### src/rtl/ltl_nfa_engine.sv
// Run-time programmable homogeneous NFA engine for LTL trace monitoring.
// Optional report counter / first-report capture: define LTL_NFA_REPORT_CNT_EN.
module ltl_nfa_engine #(
  parameter int SYM_W   = 8,
  parameter int N_STE   = 16,
  parameter int N_RANGE = 4,
  localparam int IDX_W  = (N_STE > 1) ? $clog2(N_STE) : 1
) (
  input  logic             clk,
  input  logic             reset,
  input  logic             cfg_we,
  input  logic [IDX_W-1:0] cfg_ste,
  input  logic [3:0]       cfg_field,
  input  logic [31:0]      cfg_data,
  output logic             cfg_err,
  input  logic             run,
  input  logic             sym_valid,
  input  logic [SYM_W-1:0] symbols,
  input  logic             flush,
  output logic [N_STE-1:0] active,
  output logic [N_STE-1:0] report_vec,
  output logic             report,
  output logic [15:0]      report_cnt,
  output logic [4:0]       first_idx,
  output logic             first_vld
);

  logic [SYM_W-1:0] range_lo_r [N_STE][N_RANGE];
  logic [SYM_W-1:0] range_hi_r [N_STE][N_RANGE];
  logic [N_STE-1:0] edge_r [N_STE];
  logic [N_STE-1:0] report_r, start_all_r, start_sod_r;
  logic [N_STE-1:0] active_r;
  logic             sod_r, cfg_err_r;
  logic             cfg_ok_s, cfg_wr_s, accept_s;
  logic [N_STE-1:0] match_s, succ_s, next_active_s;
  logic             unused_cfg_s;

  assign unused_cfg_s = ^cfg_data;

  // Write legality and symbol acceptance qualifiers
  always_comb begin
    cfg_ok_s = (int'(cfg_ste) < N_STE) && (int'(cfg_field) <= N_RANGE + 1);
    cfg_wr_s = cfg_we && !run && cfg_ok_s;
    accept_s = run && sym_valid && !flush;
  end

  // Configuration register file; a dropped write flags cfg_err next cycle
  always_ff @(posedge clk) begin
    if (reset) begin
      for (int i = 0; i < N_STE; i++) begin
        for (int r = 0; r < N_RANGE; r++) begin
          range_lo_r[i][r] <= {SYM_W{1'b1}};
          range_hi_r[i][r] <= {SYM_W{1'b0}};
        end
        edge_r[i] <= {N_STE{1'b0}};
      end
      report_r    <= {N_STE{1'b0}};
      start_all_r <= {N_STE{1'b0}};
      start_sod_r <= {N_STE{1'b0}};
      cfg_err_r   <= 1'b0;
    end else begin
      cfg_err_r <= cfg_we && !cfg_wr_s;
      for (int i = 0; i < N_STE; i++) begin
        if (cfg_wr_s && int'(cfg_ste) == i) begin
          for (int r = 0; r < N_RANGE; r++) begin
            if (int'(cfg_field) == r) begin
              range_lo_r[i][r] <= cfg_data[SYM_W-1:0];
              range_hi_r[i][r] <= cfg_data[16 +: SYM_W];
            end
          end
          if (int'(cfg_field) == N_RANGE) begin
            edge_r[i] <= cfg_data[N_STE-1:0];
          end
          if (int'(cfg_field) == N_RANGE + 1) begin
            report_r[i]    <= cfg_data[2];
            start_all_r[i] <= cfg_data[1];
            start_sod_r[i] <= cfg_data[0];
          end
        end
      end
    end
  end

  // Symbol match (lo > hi never matches) and successor enables
  always_comb begin
    match_s = {N_STE{1'b0}};
    succ_s  = {N_STE{1'b0}};
    for (int i = 0; i < N_STE; i++) begin
      for (int r = 0; r < N_RANGE; r++) begin
        match_s[i] = match_s[i] |
                     ((range_lo_r[i][r] <= symbols) && (symbols <= range_hi_r[i][r]));
      end
      succ_s = succ_s | (edge_r[i] & {N_STE{active_r[i]}});
    end
    next_active_s = (start_all_r | (start_sod_r & {N_STE{sod_r}}) | succ_s) & match_s;
  end

  // Active-state vector and start-of-data flag; flush wins over a symbol
  always_ff @(posedge clk) begin
    if (reset || flush) begin
      active_r <= {N_STE{1'b0}};
      sod_r    <= 1'b1;
    end else if (accept_s) begin
      active_r <= next_active_s;
      sod_r    <= 1'b0;
    end
  end

  assign active     = active_r;
  assign report_vec = active_r & report_r;
  assign report     = |report_vec;
  assign cfg_err    = cfg_err_r;

`ifdef LTL_NFA_REPORT_CNT_EN
  logic [15:0]      report_cnt_r;
  logic [4:0]       first_idx_r;
  logic             first_vld_r;
  logic [N_STE-1:0] next_rep_s;

  function automatic logic [4:0] lowest_idx(input logic [N_STE-1:0] v);
    lowest_idx = 5'd0;
    for (int i = N_STE - 1; i >= 0; i--) begin
      lowest_idx = v[i] ? 5'(i) : lowest_idx;
    end
  endfunction

  assign next_rep_s = next_active_s & report_r;

  // Saturating report counter with first-report capture
  always_ff @(posedge clk) begin
    if (reset || flush) begin
      report_cnt_r <= 16'd0;
      first_idx_r  <= 5'd0;
      first_vld_r  <= 1'b0;
    end else if (accept_s && (|next_rep_s)) begin
      if (report_cnt_r != 16'hFFFF) begin
        report_cnt_r <= report_cnt_r + 16'd1;
      end
      if (!first_vld_r) begin
        first_idx_r <= lowest_idx(next_rep_s);
        first_vld_r <= 1'b1;
      end
    end
  end

  assign report_cnt = report_cnt_r;
  assign first_idx  = first_idx_r;
  assign first_vld  = first_vld_r;
`else
  assign report_cnt = 16'd0;
  assign first_idx  = 5'd0;
  assign first_vld  = 1'b0;
`endif

endmodule

### config.mk
export PLATFORM = sky130hd
export DESIGN_NAME = ltl_nfa_engine
export DESIGN_NICKNAME = d
export VERILOG_FILES = /design/src/rtl/ltl_nfa_engine.sv
export SDC_FILE = /design/constraint.sdc
export NUM_CORES = 2
export LEC_CHECK = 0
export ABC_AREA = 1
export ABC_CLOCK_PERIOD_IN_PS = 4100
export CAP_MARGIN = 20
export CORE_MARGIN = 4
export CORE_UTILIZATION = 50
export CTS_BUF_LIST = sky130_fd_sc_hd__clkbuf_8
export CTS_CLUSTER_DIAMETER = 60
export CTS_CLUSTER_SIZE = 8
export DETAILED_ROUTE_END_ITERATION = 10
export PLACE_DENSITY = 0.78
export SYNTH_ARGS = -nofsm -noshare
export SYNTH_HDL_FRONTEND = slang
export SYNTH_SLANG_ARGS = --single-unit
### constraint.sdc
create_clock -name clk -period 4.1 [get_ports clk]
set_clock_uncertainty 0.15 [all_clocks]
set_input_delay 0.82 -clock clk [delete_from_list [all_inputs] [get_ports clk]]
set_output_delay 0.82 -clock clk [all_outputs]
set_load 0.03 [all_outputs]
## After elaboration in Yosys (flattened, before gate mapping)

Memory sizes are Yosys's and may differ from the RTL's.
Cells that the tools add are included.

| storage, ports and cells | value |
|---|---|
| register bits after elaboration | 66 |
| RAM bits | 1280 |
| output and inout bits | 56 |
| input port bits | 54 |
| word-level logic and storage cells | 930 |
| memories | 3 |

| operators by class | value |
|---|---|
| mux-type cells | 391 |
| eq/ne operators | 20 |
| order comparisons | 129 |
| reduce and logical (&&, ||, !) cells | 108 |
| bitwise gates (word level) | 228 |

Memory list:

| name | depth | width | read ports | clocked after memory_dff | write ports | line | RTL |
|---|---|---|---|---|---|---|---|
| range_hi_r | 16 | 32 | 16 | 0 | 16 | 29 | `logic [SYM_W-1:0] range_hi_r [N_STE][N_RANGE];` |
| range_lo_r | 16 | 32 | 16 | 0 | 16 | 28 | `logic [SYM_W-1:0] range_lo_r [N_STE][N_RANGE];` |
| edge_r | 16 | 16 | 16 | 0 | 16 | 30 | `logic [N_STE-1:0] edge_r [N_STE];` |

Operator list:

| cell | number |
|---|---|
| $le A8 B8 Y1 | 128 |
| $mux W8 | 128 |
| $and A16 B16 Y16 | 19 |
| $or A16 B16 Y16 | 17 |
| $mux W16 | 16 |
| $mux W1 | 247 |
| $or A1 B1 Y1 | 192 |
| $logic_and A1 B1 Y1 | 85 |
| $eq A4 B4 Y1 const B | 10 |
| $reduce_and A2 Y1 | 16 |
| $eq A4 B3 Y1 const B | 6 |
| $reduce_or A16 Y1 | 1 |
| $eq A4 B2 Y1 const B | 3 |
| $logic_not A4 Y1 | 2 |
| $eq A4 B1 Y1 const B | 1 |
| $le A4 B3 Y1 const B | 1 |
| $logic_not A1 Y1 | 3 |
| $logic_or A1 B1 Y1 | 1 |

## Depth between registers and ports, before layout

An unclocked memory read counts as a cell.

| depth | value |
|---|---|
| word-level depth | 19 |
| gate-level depth with buffers | 14 |
| depth with buffers taken out | 14 |

## Least setup slack after synthesis

OpenSTA, ideal clock, no wires.

| timing | value |
|---|---|
| path type | input -> register |
| from | input port cfg_we |
| to | memory range_hi_r[2][32] in the netlist's numbering (enable) |
| path buffers | 0 |
| cell stages on the path | 8 |
| setup time | 0.411 ns |
| slack | 0.574 ns |
| data required time | 3.539 ns |
| arrival time | 2.965 ns |
| cells stage by stage | inv_1 -> nor2_1 -> nand2_4 -> nor2_2 -> inv_2 -> nor2_4 -> inv_2 -> o21ai_0 |

RTL lines:

| item | line | RTL |
|---|---|---|
| start: declaration | 11 | `input logic cfg_we,` |
| end: declaration | 29 |  |

## Worst setup path in the final report

| timing | value |
|---|---|
| from | register active_r[6] (netlist: active[6]) |
| to | output port report |

| on the way | value |
|---|---|
| cells in the longest elaborated chain, start to end | 2 |

Ends and longest elaborated chain:

| item | line | RTL |
|---|---|---|
| start: declaration | 32 | `logic [N_STE-1:0] active_r;` |
| start signal: assignment | 101 | `active_r <= {N_STE{1'b0}};` |
| start signal: assignment | 104 | `active_r <= next_active_s;` |
| $and A16 B16 Y16 | 110 | `assign report_vec = active_r & report_r;` |
| $reduce_or A16 Y1 | 111 | `assign report = \|report_vec;` |
| end: declaration | 22 | `output logic report,` |

Every way passes these cells.

==> flow_summary_export.csv <==
group,metric,value,unit
detailed_routing,drt-wirelength-per-cell,21.2,microns
detailed_routing,detailroute.wirelength.met2,92.8,mm
finish,finish.instance_area,81800,sq um
detailed_routing,drt_pass1_iterations,6,
detailed_routing,drtAntennaViolNets,0,
global_routing,grt_antenna_before_repair,13,
sta,min_period_over_period,88.3,%
clock_network,cts_hold_repair_buffers,0,
global_routing,grt_start_max_net_pins,65,
sta,timing.setup.tns,0,ns
sta,finalMaxSlewViolations,0,
finish,nFillCells,11800,
sta,final_hold_viol_count,0,
setup_path,critical_path.startpoint,"active[6]$_SDFFE_PP0P_",
floorplanning,floorplan.core_area,146000,sq um
sta,period_minus_slack,3.62,ns
global_routing,grt_pass1_wl,307,mm
finish,commonest_cells_after_routing_fill_and_taps_aside,"1,885 x sky130_fd_sc_hd__nand2_1, 1,280 x sky130_fd_sc_hd__edfxtp_1, 1,026 x sky130_fd_sc_hd__inv_1",
global_routing,global_route.usage.total,26.6,%
clock_network,cts-buffers-inserted,188,
detailed_routing,dr_wl_met3,22.8,mm
detailed_routing,maxUsedRoutingLayer,"met5",
setup_path,cp_data_required_time,3.13,ns
clock_network,post-cts-setup-buffers,0,
finish,fin_util,56.1,%
placed_design,io_buffers,79,
setup_path,critical_path.startpoint_type,"flip-flop",
finish,seq_area,39800,sq um
floorplanning,die_h,391,microns
worst_hold_path,hold_path.class,"reg -> reg",
finish,final-instance-count-excl-fill,9653,
detailed_routing,via_per_inst,5.61,
synthesis,gate_count_after_technology_mapping,7218,
power,cellPowerDensity,355,nW/um^2
power,pwr-share-seq,54.9,%
finish,area.growth.synth_to_final,11.3,%
finish,most_common_library_cell_in_the_layout_ignoring_fill_and_taps,"sky130_fd_sc_hd__nand2_1",
floorplanning,fp.dieW,391,microns
clock_network,cts_tree,"yes",
power,clock_power_share,31.9,%
finish,nNetsFinal,8708,
clock_network,cts_max_level,4,
flow_run,drv_cap,0,
synthesis,synth.yosys.seq_area_share,54.1,%
sta,rsz0062_at_grt,"false",
detailed_routing,detail_route.drc_violations,0,
clock_network,cts_root_buffer,"sky130_fd_sc_hd__clkbuf_8",
setup_path,end_kind,"output pin",
setup_path,criticalPathCategory,"reg -> out",
sta,hold_slack,0.308,ns
sta,tightest_slew,0.808,ns
power,p_sw_share,26.9,%
setup_path,setup.reg_to_reg.worst_slack,1.69,ns
clock_network,worstSkewPairLatency,0.94,ns
placed_design,gp_routability_congestion,0.906,
worst_hold_path,timing.hold.worst.start,"start_sod_r[7]$_SDFFE_PP0P_",
synthesis,synth-seq-cells,1346,
detailed_routing,drt_iter0_drc,5260,
setup_path,launch_point_of_the_worst_reg_to_reg_path,"range_lo_r[4][55]$_SDFFCE_PN1P_",
power,max-vdd-ir-drop,0.320,mV
floorplanning,design.die.area,153000,sq um
finish,post_route_cells_drive_above_1_share,8.27,%
global_routing,number_of_global_route_vias_before_repair,54200,
synthesis,syn_avg_cell_area,10.2,sq um
synthesis,ys_types,42,
sta,clock.fmax,276,MHz
floorplanning,pin_count,110,
setup_path,critical_path.max_fanout,2,
power,power_switching,7.80,mW
power,static-leakage-power,37.4,nW
setup_path,cp.arrival,2.65,ns
global_routing,grt_overflow,0,
status,outcome,"finished, final reports clean",
synthesis,syn-cell-area,73500,sq um
floorplanning,rows,140,
clock_network,clk_transition_reported_paths,0.07,ns
floorplanning,floorplan.initialDensity,50.4,%
clock_network,cts_repair_resize_count,0,
power,power_report.internal_total,21.2,mW
placed_design,dp_cells,9355,
clock_network,cts_sinks,1346,
detailed_routing,routed_wl,205,mm
clock_network,cts_buffer_depth,3,
power,power.combinational.fraction,13.2,%
finish,multi_input_area,29400,sq um
sta,slew_headroom,46.2,%
sta,finalSetupViolations,0,
synthesis,synthesis.yosys.warnings,0,
placed_design,placed_area,78700,sq um
detailed_routing,dr_total_vias,54200,
placed_design,detailed_place_hpwl,133,mm
detailed_routing,wirelength_met1,77.1,mm
[power groups by stage]
stage	Combinational [mW]	Sequential (mW)	Clock, mW
3_5_place_dp	3.77	16.2	0
3_3_place_gp	3.51	16.2	0
6_report	3.84	15.9	9.26
4_1_cts	3.80	15.9	9.34
5_1_grt	4.33	16.0	9.95
2_1_floorplan	2.35	16.1	0
[worst paths after layout]
kind                                               endpoint  cells after the start
worst max-delay path                                 report                      5
worst min-delay path            start_sod_r[7]$_SDFFE_PP0P_                      2
worst max register to register       active[9]$_SDFFE_PP0P_                     10
worst min register to register  start_sod_r[7]$_SDFFE_PP0P_                      2
[flip-flops by register name, indices dropped and copies added (netlist names)]
signal       cells
range_hi_r     512
range_lo_r     512
cfg_err          1
active          16
report_r        16
start_sod_r     16
start_all_r     16
sod_r            1
edge_r         256
[worst max-delay path: stages (launching register included)]
cell                              delay, ns
sky130_fd_sc_hd__dfxtp_1               0.34
sky130_fd_sc_hd__nand2_1               0.27
sky130_fd_sc_hd__inv_1                 0.10
sky130_fd_sc_hd__nor4_1                0.29
sky130_fd_sc_hd__nand4_1               0.12
sky130_fd_sc_hd__clkdlybuf4s50_1       0.61
[layout make-up]
type	count	share of cell area, %
timing repair buffer	348	4.02
sequential	1346	48.6
inverter	1032	4.77
clock buffer	189	3.18
clock inverter	98	0.547
tap	1917	2.93
multi-input combinational	4714	35.9
antenna	9	0.0275
[cell families after synthesis]
kind of cell / count (synthesis) / share of synthesized area, %
AOI/OAI and AO/OA: 743 / 6.01
DFF: 1346 / 54.1
adders and majority gates: 1024 / 17.4
buffers and inverters: 1179 / 6.17
other: 1 / 0.00510
and+or+nand+nor: 2925 / 16.3
[per-stage QoR]
step	setup WS (ns)	total power, mW
3_3_place_gp	-0.143	19.7
4_1_cts	0.402	29.1
3_5_place_dp	-0.107	20.0
2_1_floorplan	0.574	18.5
6_report	0.478	29.0
5_1_grt	0.333	30.2
[synthesized netlist by cell type (all sizes together)]
master	count	area [sq um]
conb	1	3.75
nand3	57	308
nand3b	1	7.51
edfxtp	1280	38400
a211oi	2	15.0
o21bai	48	360
o21a	80	601
dfxtp	66	1320
buf	37	240
nor3b	2	15.0
clkbuf	110	413
nor2	795	3360
a21oi	405	2030
nor4	4	25.0
a41oi	1	8.76
nor3	11	110
ha	1024	12800
inv	1016	3820
a22o	65	569
nand2	1898	7160
nand4	157	997
a21o	48	360
clkinv	16	60.1
o21ai	94	470
[routing by layer]
layer | up-vias | track usage (%)
li1 | 25000 | -
met1 | 25700 | 33.4
met2 | 2717 | 42.9
met3 | 753 | 6.28
met4 | 6 | 13.9
met5 | - | 0
Power figures use the tool's default switching activity.
